===== config.mk =====
export PLATFORM = sky130hd
export DESIGN_NAME = wb_keypad
export DESIGN_NICKNAME = d
export VERILOG_FILES = /design/src/rtl/wb_keypad.sv
export SDC_FILE = /design/constraint.sdc
export NUM_CORES = 1
export LEC_CHECK = 0
export ABC_AREA = 0
export CORE_ASPECT_RATIO = 1.2
export CORE_MARGIN = 4
export CORE_UTILIZATION = 55
export CTS_CLUSTER_SIZE = 20
export DETAILED_ROUTE_END_ITERATION = 10
export GPL_TIMING_DRIVEN = 0
export PLACE_DENSITY = 0.91
export RECOVER_POWER = 100
export SYNTH_ARGS = -nofsm -noshare
export SYNTH_HDL_FRONTEND = slang
export SYNTH_SLANG_ARGS = --single-unit

===== constraint.sdc =====
create_clock -name i_wb_clk -period 5.85 [get_ports i_wb_clk]
set_input_delay 0.8775 -clock i_wb_clk [delete_from_list [all_inputs] [get_ports i_wb_clk]]
set_output_delay 0.8775 -clock i_wb_clk [all_outputs]
set_load 0.03 [all_outputs]

===== src/rtl/wb_keypad.sv =====
// rtl/wb_keypad.sv - Wishbone 4x4 matrix keypad scanner with debounce and key FIFO
//
// Purpose:
//   Drives one keypad column low at a time and samples the four rows. A press
//   seen at the end of a column slot is debounced. A stable press pushes one
//   key code (row*4 + col) into a small FIFO, and the CPU reads that FIFO over
//   Wishbone. The key must then be fully released, and stay released, before
//   scanning resumes, so a held key never auto-repeats.
//
// Ports:
//   i_wb_clk, i_wb_rst_n      clock, asynchronous active-low reset
//   i_wb_adr                  register select: 0 = DATA, 1 = STATUS
//   i_wb_dat, i_wb_sel        write data, byte selects (only sel[0] is used)
//   i_wb_we, i_wb_cyc, i_wb_stb  Wishbone request
//   o_wb_rdt, o_wb_ack        registered read data, single-cycle acknowledge
//   o_irq                     interrupt (present only with KEYPAD_IRQ_EN)
//   o_col                     column drives, active-low, one-hot-low
//   i_row                     row inputs, active-low, asynchronous
//
// Registers:
//   DATA   read : bit8 = valid, bits[3:0] = head key code; the read pops
//   STATUS read : bits[8+FIFO_AW:8] = count, bit1 = IE, bit0 = overflow
//   STATUS write: bit0 = 1 clears overflow, bit1 = IE, bit2 = 1 flushes FIFO
//
// Optional feature macro: KEYPAD_IRQ_EN (adds o_irq and a stored IE bit).

module wb_keypad #(
  parameter logic [31:0] SCAN_CNT = 32'd50000,
  parameter logic [31:0] DEB_CNT  = 32'd500000,
  parameter int          FIFO_AW  = 2
) (
  input  logic        i_wb_clk,
  input  logic        i_wb_rst_n,
  input  logic        i_wb_adr,
  input  logic [31:0] i_wb_dat,
  input  logic [3:0]  i_wb_sel,
  input  logic        i_wb_we,
  input  logic        i_wb_cyc,
  input  logic        i_wb_stb,
  output logic [31:0] o_wb_rdt,
  output logic        o_wb_ack,
`ifdef KEYPAD_IRQ_EN
  output logic        o_irq,
`endif
  output logic [3:0]  o_col,
  input  logic [3:0]  i_row
);

  localparam int               DEPTH    = 1 << FIFO_AW;
  localparam logic [FIFO_AW:0] FULL_CNT = (FIFO_AW+1)'(DEPTH);

  // ---------------------------------------------------------------------------
  // Row synchronizer. The keypad rows are asynchronous. Both flops reset to
  // "idle" so that reset cannot produce a phantom press.
  // ---------------------------------------------------------------------------
  logic [3:0] row_meta_q;
  logic [3:0] row_sync_q;

  always_ff @(posedge i_wb_clk or negedge i_wb_rst_n) begin
    if (!i_wb_rst_n) begin
      row_meta_q <= 4'hF;
      row_sync_q <= 4'hF;
    end else begin
      row_meta_q <= i_row;
      row_sync_q <= row_meta_q;
    end
  end

  logic       any_row;
  logic [1:0] low_row;

  assign any_row = (row_sync_q != 4'hF);

  // Lowest-index active row wins when several keys share the column.
  always_comb begin
    low_row = 2'd0;
    for (int r = 3; r >= 0; r--) begin
      if (!row_sync_q[r]) low_row = 2'(r);
    end
  end

  // ---------------------------------------------------------------------------
  // Scan FSM
  // ---------------------------------------------------------------------------
  typedef enum logic [1:0] {
    ST_SCAN     = 2'd0,
    ST_DEBOUNCE = 2'd1,
    ST_HELD     = 2'd2
  } state_e;

  state_e      state_q, state_d;
  logic [1:0]  col_q, col_d;
  logic [1:0]  row_q, row_d;
  logic [31:0] cnt_q, cnt_d;
  logic        key_push;

  always_ff @(posedge i_wb_clk or negedge i_wb_rst_n) begin
    if (!i_wb_rst_n) begin
      state_q <= ST_SCAN;
      col_q   <= 2'd0;
      row_q   <= 2'd0;
      cnt_q   <= SCAN_CNT - 32'd1;
    end else begin
      state_q <= state_d;
      col_q   <= col_d;
      row_q   <= row_d;
      cnt_q   <= cnt_d;
    end
  end

  always_comb begin
    state_d  = state_q;
    col_d    = col_q;
    row_d    = row_q;
    cnt_d    = cnt_q;
    key_push = 1'b0;
    case (state_q)
      ST_SCAN: begin
        // The decision is made on the last cycle of the slot. By then the
        // synchronizer holds rows sampled with this column driven.
        if (cnt_q == 32'd0) begin
          if (any_row) begin
            state_d = ST_DEBOUNCE;
            row_d   = low_row;
            cnt_d   = DEB_CNT - 32'd1;
          end else begin
            col_d = col_q + 2'd1;
            cnt_d = SCAN_CNT - 32'd1;
          end
        end else begin
          cnt_d = cnt_q - 32'd1;
        end
      end
      ST_DEBOUNCE: begin
        if (row_sync_q[row_q]) begin
          // Bounce or glitch: abandon the press and move on.
          state_d = ST_SCAN;
          col_d   = col_q + 2'd1;
          cnt_d   = SCAN_CNT - 32'd1;
        end else if (cnt_q == 32'd0) begin
          key_push = 1'b1;
          state_d  = ST_HELD;
          cnt_d    = DEB_CNT - 32'd1;
        end else begin
          cnt_d = cnt_q - 32'd1;
        end
      end
      ST_HELD: begin
        // Any row activity on the held column restarts the release timer, so
        // other keys on this column also block scanning until released.
        if (any_row) begin
          cnt_d = DEB_CNT - 32'd1;
        end else if (cnt_q == 32'd0) begin
          state_d = ST_SCAN;
          col_d   = col_q + 2'd1;
          cnt_d   = SCAN_CNT - 32'd1;
        end else begin
          cnt_d = cnt_q - 32'd1;
        end
      end
      default: begin
        state_d = ST_SCAN;
        cnt_d   = SCAN_CNT - 32'd1;
      end
    endcase
  end

  always_comb begin
    o_col = ~(4'b0001 << col_q);
  end

  // ---------------------------------------------------------------------------
  // Bus request decode
  // ---------------------------------------------------------------------------
  logic ack_q;
  logic bus_req;
  logic rd_data;
  logic wr_stat;

  // A request is taken only while ack is low, so ack lasts exactly one cycle.
  assign bus_req = i_wb_cyc & i_wb_stb & ~ack_q;
  assign rd_data = bus_req & ~i_wb_we & ~i_wb_adr;
  assign wr_stat = bus_req &  i_wb_we &  i_wb_adr & i_wb_sel[0];

  // ---------------------------------------------------------------------------
  // Key FIFO
  // ---------------------------------------------------------------------------
  logic [3:0]         fifo_mem [DEPTH];
  logic [FIFO_AW-1:0] wr_ptr_q;
  logic [FIFO_AW-1:0] rd_ptr_q;
  logic [FIFO_AW:0]   count_q;
  logic               ovf_q;

  logic               fifo_empty;
  logic               fifo_full;
  logic               pop;
  logic               flush;
  logic               push_ok;
  logic               drop;
  logic [3:0]         head;
  logic [3:0]         key_code;

  assign fifo_empty = (count_q == '0);
  assign fifo_full  = (count_q == FULL_CNT);
  assign pop        = rd_data & ~fifo_empty;
  assign flush      = wr_stat & i_wb_dat[2];
  // A pop on the same edge frees a slot, so a full FIFO can still accept.
  assign push_ok    = key_push & ~flush & (~fifo_full | pop);
  assign drop       = key_push & ~flush & fifo_full & ~pop;
  assign head       = fifo_mem[rd_ptr_q];
  assign key_code   = {row_q, col_q};

  always_ff @(posedge i_wb_clk) begin
    if (push_ok) fifo_mem[wr_ptr_q] <= key_code;
  end

  always_ff @(posedge i_wb_clk or negedge i_wb_rst_n) begin
    if (!i_wb_rst_n) begin
      wr_ptr_q <= '0;
      rd_ptr_q <= '0;
      count_q  <= '0;
    end else if (flush) begin
      wr_ptr_q <= '0;
      rd_ptr_q <= '0;
      count_q  <= '0;
    end else begin
      if (push_ok) wr_ptr_q <= wr_ptr_q + FIFO_AW'(1);
      if (pop)     rd_ptr_q <= rd_ptr_q + FIFO_AW'(1);
      case ({push_ok, pop})
        2'b10:   count_q <= count_q + (FIFO_AW+1)'(1);
        2'b01:   count_q <= count_q - (FIFO_AW+1)'(1);
        default: count_q <= count_q;
      endcase
    end
  end

  // A new overflow takes priority over a clear on the same edge.
  always_ff @(posedge i_wb_clk or negedge i_wb_rst_n) begin
    if (!i_wb_rst_n) begin
      ovf_q <= 1'b0;
    end else if (drop) begin
      ovf_q <= 1'b1;
    end else if (wr_stat && i_wb_dat[0]) begin
      ovf_q <= 1'b0;
    end
  end

  // ---------------------------------------------------------------------------
  // Interrupt enable and interrupt output
  // ---------------------------------------------------------------------------
  logic ie;

`ifdef KEYPAD_IRQ_EN
  logic ie_q;
  logic irq_q;

  always_ff @(posedge i_wb_clk or negedge i_wb_rst_n) begin
    if (!i_wb_rst_n) begin
      ie_q  <= 1'b0;
      irq_q <= 1'b0;
    end else begin
      if (wr_stat) ie_q <= i_wb_dat[1];
      irq_q <= ie_q & (~fifo_empty | ovf_q);
    end
  end

  assign ie    = ie_q;
  assign o_irq = irq_q;
`else
  assign ie = 1'b0;
`endif

  // ---------------------------------------------------------------------------
  // Read mux and bus response
  // ---------------------------------------------------------------------------
  logic [31:0] rdt_d;
  logic [31:0] rdt_q;

  always_comb begin
    rdt_d = '0;
    if (i_wb_adr) begin
      rdt_d[8 +: FIFO_AW+1] = count_q;
      rdt_d[1]              = ie;
      rdt_d[0]              = ovf_q;
    end else if (!fifo_empty) begin
      rdt_d[8]   = 1'b1;
      rdt_d[3:0] = head;
    end
  end

  always_ff @(posedge i_wb_clk or negedge i_wb_rst_n) begin
    if (!i_wb_rst_n) begin
      ack_q <= 1'b0;
      rdt_q <= '0;
    end else begin
      ack_q <= bus_req;
      if (bus_req) rdt_q <= rdt_d;
    end
  end

  assign o_wb_ack = ack_q;
  assign o_wb_rdt = rdt_q;

  // Only a few data and select bits are meaningful.
  logic unused_ok;
  assign unused_ok = &{1'b0, i_wb_dat, i_wb_sel};

endmodule

==> results.cfg, run 1 <==
[synth]
unique_masters_post_synth = 49
synth_top_area_share_pct = 29.2
yosysTopAreaCell = dfrtp_1
syn-cell-area_mm2 = 0.00385
async_flop_share_pct = 79.5
post_synth_main_area_contributors = dfrtp_1, edfxtp_1, dfstp_2
synth-seq-cells = 78
post_synth_edffs = 16
share_of_synthesized_area_occupied_by_flip_flops_and_latches_pct = 53.3
synth_area_per_cell_um2 = 10.7
yosysWarningCount = 0
synth_flop_cell = dfrtp_1
post_synth_inst_count = 359

[global_routing]
grt_pass1_wl_mm = 12.3
number_of_antenna_violations_at_the_first_check_in_global_routing = 0
pin_count_of_the_biggest_net_entering_global_routing = 33
grt_util_all_layers_pct = 18.5
grt_pass1_vias = 2742
grt_remaining_overflow = 0

[die]
floorplan.core_area_mm2 = 0.00681
floorplan_die_width_um = 84.4
die_area_mm2 = 0.00842
ios = 83
initial_utilization_pct = 56.6
die-height_um = 99.7
row_count = 33

[timing]
relative_max_transition_margin_pct = -8.37
period_share_pct = 66.0
finalSetupViolCount = 0
report.final.slew_viol_count = 65
layout_min_cycle_time_ns = 3.86
timing_hold_violations_final = 0
worstMarginPinSlew_ns = 1.63
setup_tns_ns = 0
worst_clock_skew_ns = 0.0110
setup_repair_after_global_routing_missed_its_margin = no
fmax_ghz = 0.259

[worst_setup_path]
arrival_ns = 4.15
r2r-end = count_q[2]
critPathCaptureType = flop
critPathMaxFanout = 10
timing.critical_path.from = cnt_q[11]
rr_worst_depth = 8
worst_ep_required_time_ns = 6.14
timing.critical_path.from_type = flop
crit-reg2reg-launch = cnt_q[11]
worst_setup_path_endpoint = count_q[2]
rrSetupSlack_ns = 1.99
critPathKind = reg2reg

[clock_network]
cts_tree = done
clock-root-buffer = clkbuf_8
clk_transition_reported_paths_ns = 0.08
postCtsSetupRepairBufs = 0
post_cts_hold_buffer_count = 0
postCtsResizedCells = 0
clock_sinks = 78
cts_buffers = 9
h-tree-depth = 3
clock_insertion_delay_worst_skew_ns = 0.36
cts_max_path_buffers = 2

[place]
io_buffer_count = 24
gp_congestion = 0.785
detailedPlacementHpwl_mm = 5.12

[detailed_routing]
drt-wirelength-per-cell_um = 13.6
avgViaCountPerCell = 5.18
drt_first_iter_violations = 138
vias_after_detailed_routing = 2648
wirelength_mm = 6.95
drtAntennaViolNets = 0
drtPass1Iterations = 5
drc = 0

[cells_and_area]
design.final.nets = 475
n_fill_cell = 508
drive_above_1_share_pct = 15.3
antenna_cells_inserted = 0
layout.cells.most_common = dfrtp_1
final_cell_mix = dfrtp_1, nor2_1, nand2_1
flow.area_growth_from_synthesis_pct = 15.3
multiInputGateArea_mm2 = 0.00156
area.sequential_mm2 = 0.00205
utilization_pct = 65.2

[worst_hold_path]
hold_class = reg2reg
worst_hold_path.num_cells = 0

[run]
maxCapViolCount = 2

[pwr]
peakVddDrop_uv = 274
p_per_area_mw_per_mm2 = 325
static-leakage-power_nw = 1.98

[status]
failed_checks = max-capacitance violations, max-slew violations
outcome = finished, violations left
per-stage QoR:
step	cells	total power, mW	worst slack (ns)	hold WS, ns	cell area, um^2
2_1_floorplan	383	0.972	2.94	0.345	3940
3_3_place_gp	494	1.06	2.08	0.346	4290
3_5_place_dp	495	1.08	2.47	0.347	4310
4_1_cts	511	1.47	2.53	0.359	4490
5_1_grt	511	1.54	1.57	0.360	4440
6_report	511	1.45	1.99	0.358	4440
worst min path at each step:
stage | slack, ns | endpoint | startpoint
final | 0.36 | row_sync_q[1] | row_meta_q[1]
after global routing | 0.36 | row_sync_q[1] | row_meta_q[1]
after CTS | 0.36 | row_sync_q[1] | row_meta_q[1]
after detailed placement | 0.35 | row_sync_q[1] | row_meta_q[1]
after global placement | 0.35 | row_sync_q[3] | row_meta_q[3]
after floorplan | 0.35 | row_sync_q[0] | row_meta_q[0]
Yosys cell counts (all sizes together), types with 3 or more instances:
library cell and number:
ha 9, or3 3, mux2i 3, xnor2 23, dfrtp 45, a21oi 4, nand2 37, or4 3
nand4 3, nor3b 3, o21ai 20, xor2 8, nor2 45, nor3 11, dfstp 17, clkbuf 7
edfxtp 16, nor4 12, nand3b 5, inv 18, and2 5, nand3 6, buf 28, mux4 5
o31ai 3
state kept, by name, indices dropped and copies added, names as in the netlist:
register,count
row_sync_q,4
o_wb_rdt,7
count_q,3
fifo_mem,16
state_q,2
ovf_q,1
o_wb_ack,1
rd_ptr_q,2
cnt_q,32
wr_ptr_q,2
row_q,2
row_meta_q,4
col_q,2
per-layer routing:
metal  routed length (um)  vias to the layer above  GRT usage (%)
met5                    0                        -              0
met4                  129                        0           10.7
met3                  392                       12           4.14
met2                 3620                       70           31.5
met1                 2810                     1277           21.4
li1                     -                     1289              -
area by class of cell:
cell class | count | share of cell area (%)
sequential | 78 | 46.2
multi-input combinational | 252 | 35.1
timing repair buffer | 25 | 5.35
buffer | 35 | 5.24
clock buffer | 12 | 3.04
tap | 87 | 2.45
inverter | 18 | 1.52
clock inverter | 4 | 1.07
worst max-delay path: stages, from the launching register on:
cell      delay [ns]
dfrtp_1         0.41
nor4_1          0.57
nand4b_2        0.38
nor4_1          1.09
nor2_1          0.15
fa_1            0.45
or3_1           0.42
a211o_1         0.27
nand2_1         0.05
kinds of logic after synthesis:
group / Yosys count / synth area share, %
buffers and inverters: 53 / 7.92
AOI/OAI and AO/OA: 34 / 5.23
adders and majority gates: 10 / 3.44
muxes: 9 / 3.99
xor gates and xnor gates: 31 / 7.05
DFF: 78 / 53.3
other: 1 / 0.0973
and+or+nand+nor: 143 / 19.0
where the power goes:
part	switching [mW]	internal (mW)	total [mW]	leakage [nW]
Combinational	0.186	0.147	0.333	0.960
Clock	0.186	0.196	0.382	0.0920
Sequential	0.0789	0.651	0.730	0.925
Note: power is estimated with default switching activity, not from simulation.
==> run 2: changes to the inputs <==
--- a/config.mk
+++ b/config.mk
@@ -8,11 +8,11 @@
 export ABC_AREA = 0
 export CORE_ASPECT_RATIO = 1.2
 export CORE_MARGIN = 4
-export CORE_UTILIZATION = 55
+export CORE_UTILIZATION = 46
 export CTS_CLUSTER_SIZE = 20
 export DETAILED_ROUTE_END_ITERATION = 10
 export GPL_TIMING_DRIVEN = 0
-export PLACE_DENSITY = 0.91
+export PLACE_DENSITY = 0.81
 export RECOVER_POWER = 100
 export SYNTH_ARGS = -nofsm -noshare
 export SYNTH_HDL_FRONTEND = slang
==> constraint.sdc (replaced) <==
create_clock -name i_wb_clk -period 3.4 [get_ports i_wb_clk]
set_input_delay 0.51 -clock i_wb_clk [delete_from_list [all_inputs] [get_ports i_wb_clk]]
set_output_delay 0.51 -clock i_wb_clk [all_outputs]
set_load 0.03 [all_outputs]
==> run 2 against run 1 <==
  * The flow still finishes with violations (max-capacitance violations, max-slew violations)
  * Flip-flop and latch count stayed put
  * Routed wire length is 0.39% lower
  * Sequential power is 73% higher
  * Largest cell class unchanged
  * Largest power group unchanged
  * Highest routed layer unchanged
==> results.cfg, run 2 (synthesis results as in run 1) <==
[worst_setup_path]
critPathCaptureType = flop
r2r-end = count_q[2]
slowest_cp_cell = nor4_4
worst_ep_required_time_ns = 3.69
crit-reg2reg-launch = cnt_q[11]
crit_buf_inv = 0
critPathTopFamily = simple AND/OR/NAND/NOR gates
critPathKind = reg2reg
timing.critical_path.from_type = flop
chain_of_cells_forming_the_critical_path = nor4_2, nand4b_2, nor4_4, nor2_1, fa_1, or3_1, a211o_1, nand2_1
critPathMaxFanout = 10
rr_worst_depth = 8
rrSetupSlack_ns = 0.22
arrival_ns = 3.46
timing.critical_path.slowest_cell_delay_ns = 0.57

[timing]
report.final.slew_viol_count = 42
relative_max_transition_margin_pct = -19.2
period_share_pct = 93.5
setup_repair_after_global_routing_missed_its_margin = no
hold_slack_ns = 0.358
worstMarginPinSlew_ns = 1.79
worst_clock_skew_ns = 0.0101
timing_hold_violations_final = 0
finalSetupViolCount = 0
layout_min_cycle_time_ns = 3.18
fmax_ghz = 0.315

[die]
row_count = 36
die_area_mm2 = 0.00991
ios = 83
floorplan_die_width_um = 91.6
die-height_um = 108
initial_utilization_pct = 47.3
floorplan.core_area_mm2 = 0.00815

[clock_network]
cts_buffers = 9
postCtsSetupRepairBufs = 0
clock_insertion_delay_worst_skew_ns = 0.35
cts_tree = done
clock_sinks = 78
clock-root-buffer = clkbuf_8
post_cts_hold_buffer_count = 0
postCtsResizedCells = 0
cts_max_path_buffers = 2
clk_transition_reported_paths_ns = 0.08
h-tree-depth = 3

[global_routing]
grt_remaining_overflow = 0
grt_util_all_layers_pct = 14.7
grt_pass1_wl_mm = 11.8
grt_pass1_vias = 2606
pin_count_of_the_biggest_net_entering_global_routing = 42
number_of_antenna_violations_at_the_first_check_in_global_routing = 0

[detailed_routing]
avgViaCountPerCell = 4.91
drt_first_iter_violations = 134
drtAntennaViolNets = 0
drtPass1Iterations = 4
drc = 0
vias_after_detailed_routing = 2639
wirelength_mm = 6.92
drt-wirelength-per-cell_um = 12.9

[cells_and_area]
utilization_pct = 55.5
drive_above_1_share_pct = 17.5
max_flop_register = cnt_q
final_cell_count_no_fill = 538
flow.area_growth_from_synthesis_pct = 17.4
design.final.nets = 475
antenna_cells_inserted = 0
n_fill_cell = 700
max_reg_flops = 32
layout.cells.most_common = dfrtp_1
final_cell_mix = dfrtp_1, nor2_1, nand2_1

[place]
gp_congestion = 0.833
detailedPlacementHpwl_mm = 4.95
io_buffer_count = 24
placed_cells_incl_taps = 522

[status]
outcome = finished, violations left
failed_checks = max-capacitance violations, max-slew violations

[worst_hold_path]
hold_class = in2async

[pwr]
peakVddDrop_uv = 338
p_per_area_mw_per_mm2 = 543
static-leakage-power_nw = 2.00

[run]
maxCapViolCount = 1
[run 2: cell count changes in the layout (fill, tap and decap cells not counted)]
cell,delta
buf_4,+1
bufinv_16,-1
clkbuf_1,-4
clkinv_4,+1
dlymetal6s4s_1,+1
inv_6,+1
inv_8,+1
nor3b_1,-1
nor3b_2,+1
nor4_1,-5
nor4_2,+4
nor4_4,+1
[run 2: worst max-delay path by stage]
stage | startpoint | to | cells after the start
2_1_floorplan | cnt_q[0] | count_q[2] | 10
4_1_cts | cnt_q[0] | count_q[2] | 10
3_3_place_gp | i_wb_rst_n | o_wb_rdt[1] | 1
3_5_place_dp | cnt_q[0] | count_q[2] | 10
6_report | cnt_q[11] | count_q[2] | 8
5_1_grt | cnt_q[0] | count_q[2] | 10
[run 2: final cells by class]
cell class / instances / area (um^2) / share of cell area [%]
plain buffers: 35 / 236 / 5.23
clock buffers: 10 / 128 / 2.82
clock inverters: 6 / 46.3 / 1.02
inverters: 18 / 67.6 / 1.49
multi-input cells: 252 / 1610 / 35.5
flip-flops and latches: 78 / 2050 / 45.4
well taps: 114 / 143 / 3.15
repair buffers: 25 / 246 / 5.45
[run 2: power breakdown]
part | internal, mW | leakage (nW) | switching [mW]
Clock | 0.272 | 0.0902 | 0.346
Combinational | 0.258 | 0.982 | 0.318
Sequential | 1.12 | 0.925 | 0.142
Total | 1.65 | 2.00 | 0.806
[run 2: metrics by stage]
| stage | setup WS (ns) | total power, mW | setup TNS (ns) | instance area, um^2 |
|---|---|---|---|---|
| floorplan | 0.490 | 1.67 | 0 | 3940 |
| global placement | -0.0509 | 1.83 | -2.14 | 4330 |
| detailed placement | 0.108 | 1.86 | 0 | 4340 |
| CTS | 0.0640 | 2.48 | 0 | 4520 |
| global route | 0.0426 | 2.61 | 0 | 4530 |
| finish | 0.222 | 2.46 | 0 | 4530 |
[run 2: per-layer routing]
metal,global-route usage [%],wire (um)
met2,26.1,3570
met5,0,0
met3,3.97,389
met4,5.06,119
met1,17.3,2840
==> run 3: changes to the inputs <==
--- a/config.mk
+++ b/config.mk
@@ -6,13 +6,13 @@
 export NUM_CORES = 1
 export LEC_CHECK = 0
 export ABC_AREA = 0
-export CORE_ASPECT_RATIO = 1.2
+export CORE_ASPECT_RATIO = 0.7
 export CORE_MARGIN = 4
-export CORE_UTILIZATION = 46
+export CORE_UTILIZATION = 55
 export CTS_CLUSTER_SIZE = 20
 export DETAILED_ROUTE_END_ITERATION = 10
 export GPL_TIMING_DRIVEN = 0
-export PLACE_DENSITY = 0.81
+export PLACE_DENSITY = 0.91
 export RECOVER_POWER = 100
 export SYNTH_ARGS = -nofsm -noshare
 export SYNTH_HDL_FRONTEND = slang
==> constraint.sdc (replaced) <==
create_clock -name i_wb_clk -period 3.9 [get_ports i_wb_clk]
set_input_delay 0.585 -clock i_wb_clk [delete_from_list [all_inputs] [get_ports i_wb_clk]]
set_output_delay 0.585 -clock i_wb_clk [all_outputs]
set_load 0.03 [all_outputs]
==> run 3 against run 2 <==
  * The flow still finishes with violations (max-capacitance violations, max-slew violations)
  * Clock skew is 0.0029 ns lower
  * Setup slack improved by 0.24 ns
  * Sequential power fell by 13%
  * Combinational power is 12% lower
  * Critical path depth up 2
  * Sequential share of layout area barely moved
  * Clock-buffer cell count is the same
  * Global-route usage up 4.4 points
  * Fmax fell by 7.6%
  * Total power down 5.5%
==> results.cfg, run 3 (synthesis results as in run 1) <==
[cells_and_area]
max_flop_register = cnt_q
max_reg_flops = 32
antenna_cells_inserted = 0
layout.cells.most_common = dfrtp_1
flow.area_growth_from_synthesis_pct = 17.5
drive_above_1_share_pct = 16.7
design.final.nets = 475
final_cell_mix = dfrtp_1, nor2_1, nand2_1
finalInstanceArea_mm2 = 0.00453
n_fill_cell = 534

[clock_network]
clock_sinks = 78
post_cts_hold_buffer_count = 0
cts_tree = done
cts_max_path_buffers = 2
postCtsSetupRepairBufs = 0
clock_insertion_delay_worst_skew_ns = 0.35
cts_buffers = 9
postCtsResizedCells = 0
clock-root-buffer = clkbuf_8
clk_transition_reported_paths_ns = 0.08
h-tree-depth = 3

[timing]
fmax_ghz = 0.291
worstMarginPinSlew_ns = 1.88
timing_hold_violations_final = 0
report.final.slew_viol_count = 38
period_share_pct = 88.2
relative_max_transition_margin_pct = -25.5
worst_slack_ns = 0.461
layout_min_cycle_time_ns = 3.44
worst_clock_skew_ns = 0.00719
finalSetupViolCount = 0
setup_repair_after_global_routing_missed_its_margin = no
setup_tns_ns = 0

[die]
floorplan.core_area_mm2 = 0.00679
die_area_mm2 = 0.00843
initial_utilization_pct = 56.8
floorplan_die_width_um = 108
row_count = 25
die-height_um = 78.0
ios = 83

[detailed_routing]
drt_first_iter_violations = 248
drtAntennaViolNets = 0
wirelength_mm = 7.37
avgViaCountPerCell = 5.17
drtPass1Iterations = 4
drt-wirelength-per-cell_um = 14.2
vias_after_detailed_routing = 2680
drc = 0

[worst_setup_path]
critPathKind = reg2reg
critPathMaxFanout = 7
worst_ep_required_time_ns = 4.20
r2r-end = count_q[2]
arrival_ns = 3.74
rrSetupSlack_ns = 0.46
crit-reg2reg-launch = cnt_q[0]
rr_worst_depth = 10
timing.critical_path.from_type = flop
critPathCaptureType = flop

[global_routing]
number_of_antenna_violations_at_the_first_check_in_global_routing = 0
grt_util_all_layers_pct = 19.2
pin_count_of_the_biggest_net_entering_global_routing = 38
grt_pass1_wl_mm = 12.5
grt_pass1_vias = 2687
grt_remaining_overflow = 0

[worst_hold_path]
worstHoldStart = row_meta_q[2]
hold_class = reg2reg
worst_hold_path.num_cells = 0
hold_path_endpoint = row_sync_q[2]

[place]
io_buffer_count = 24
detailedPlacementHpwl_mm = 5.53
gp_congestion = 0.868
dp_worst_setup_slack_ns = 0.465
placed_cell_area_mm2 = 0.00432

[pwr]
peakVddDrop_uv = 305
p_per_area_mw_per_mm2 = 513
design_power_total_mw = 2.32
static-leakage-power_nw = 2.01

[status]
outcome = finished, violations left
failed_checks = max-capacitance violations, max-slew violations

[run]
maxCapViolCount = 1
==> run 3: critical path, cell delays in order (launching register included) <==
cell	delay, ns
dfstp_1	0.39
inv_1	0.06
ha_1	0.17
nor3b_1	0.50
nand3b_1	0.34
nor4_4	0.60
nor2_1	0.14
fa_1	0.43
or3_1	0.42
a211o_1	0.27
nand2_1	0.05
==> run 3: worst max-delay path by stage <==
stage | from | endpoint | depth (start not counted)
floorplan | cnt_q[0] | count_q[2] | 10
global placement | i_wb_rst_n | cnt_q[5] | 1
detailed placement | cnt_q[11] | count_q[2] | 8
CTS | cnt_q[11] | count_q[2] | 8
global route | cnt_q[0] | cnt_q[21] | 9
finish | cnt_q[0] | count_q[2] | 10
==> run 3: layer usage <==
metal / wire, um / GRT usage [%]
met1: 3120 / 24.6
met2: 3700 / 30.8
met5: 0 / 0
met4: 144 / 7.44
met3: 405 / 5.75
==> run 3: through the flow <==
| stage | utilization [%] | std cells | hold WS (ns) |
|---|---|---|---|
| after global routing | 66.7 | 518 | 0.360 |
| after CTS | 67.1 | 518 | 0.230 |
| after global placement | 63.4 | 501 | 0.347 |
| after floorplan | - | 383 | 0.289 |
| final | 66.7 | 518 | 0.356 |
| after detailed placement | 63.6 | 502 | 0.347 |
==> run 3: report_power, final <==
part	leakage [nW]	internal [mW]	total, mW	switching [mW]
registers	0.925	0.977	1.10	0.124
logic	0.970	0.220	0.506	0.286
clock network	0.114	0.424	0.714	0.290
==> run 3: area by class of cell <==
type | count | area, um^2 | area share [%]
Buffer | 35 | 235 | 5.19
Clock buffer | 10 | 128 | 2.82
Clock inverter | 6 | 110 | 2.43
Inverter | 18 | 67.6 | 1.49
Multi-Input combinational cell | 252 | 1580 | 34.9
Sequential cell | 78 | 2050 | 45.3
Tap cell | 94 | 118 | 2.60
Timing Repair Buffer | 25 | 238 | 5.25
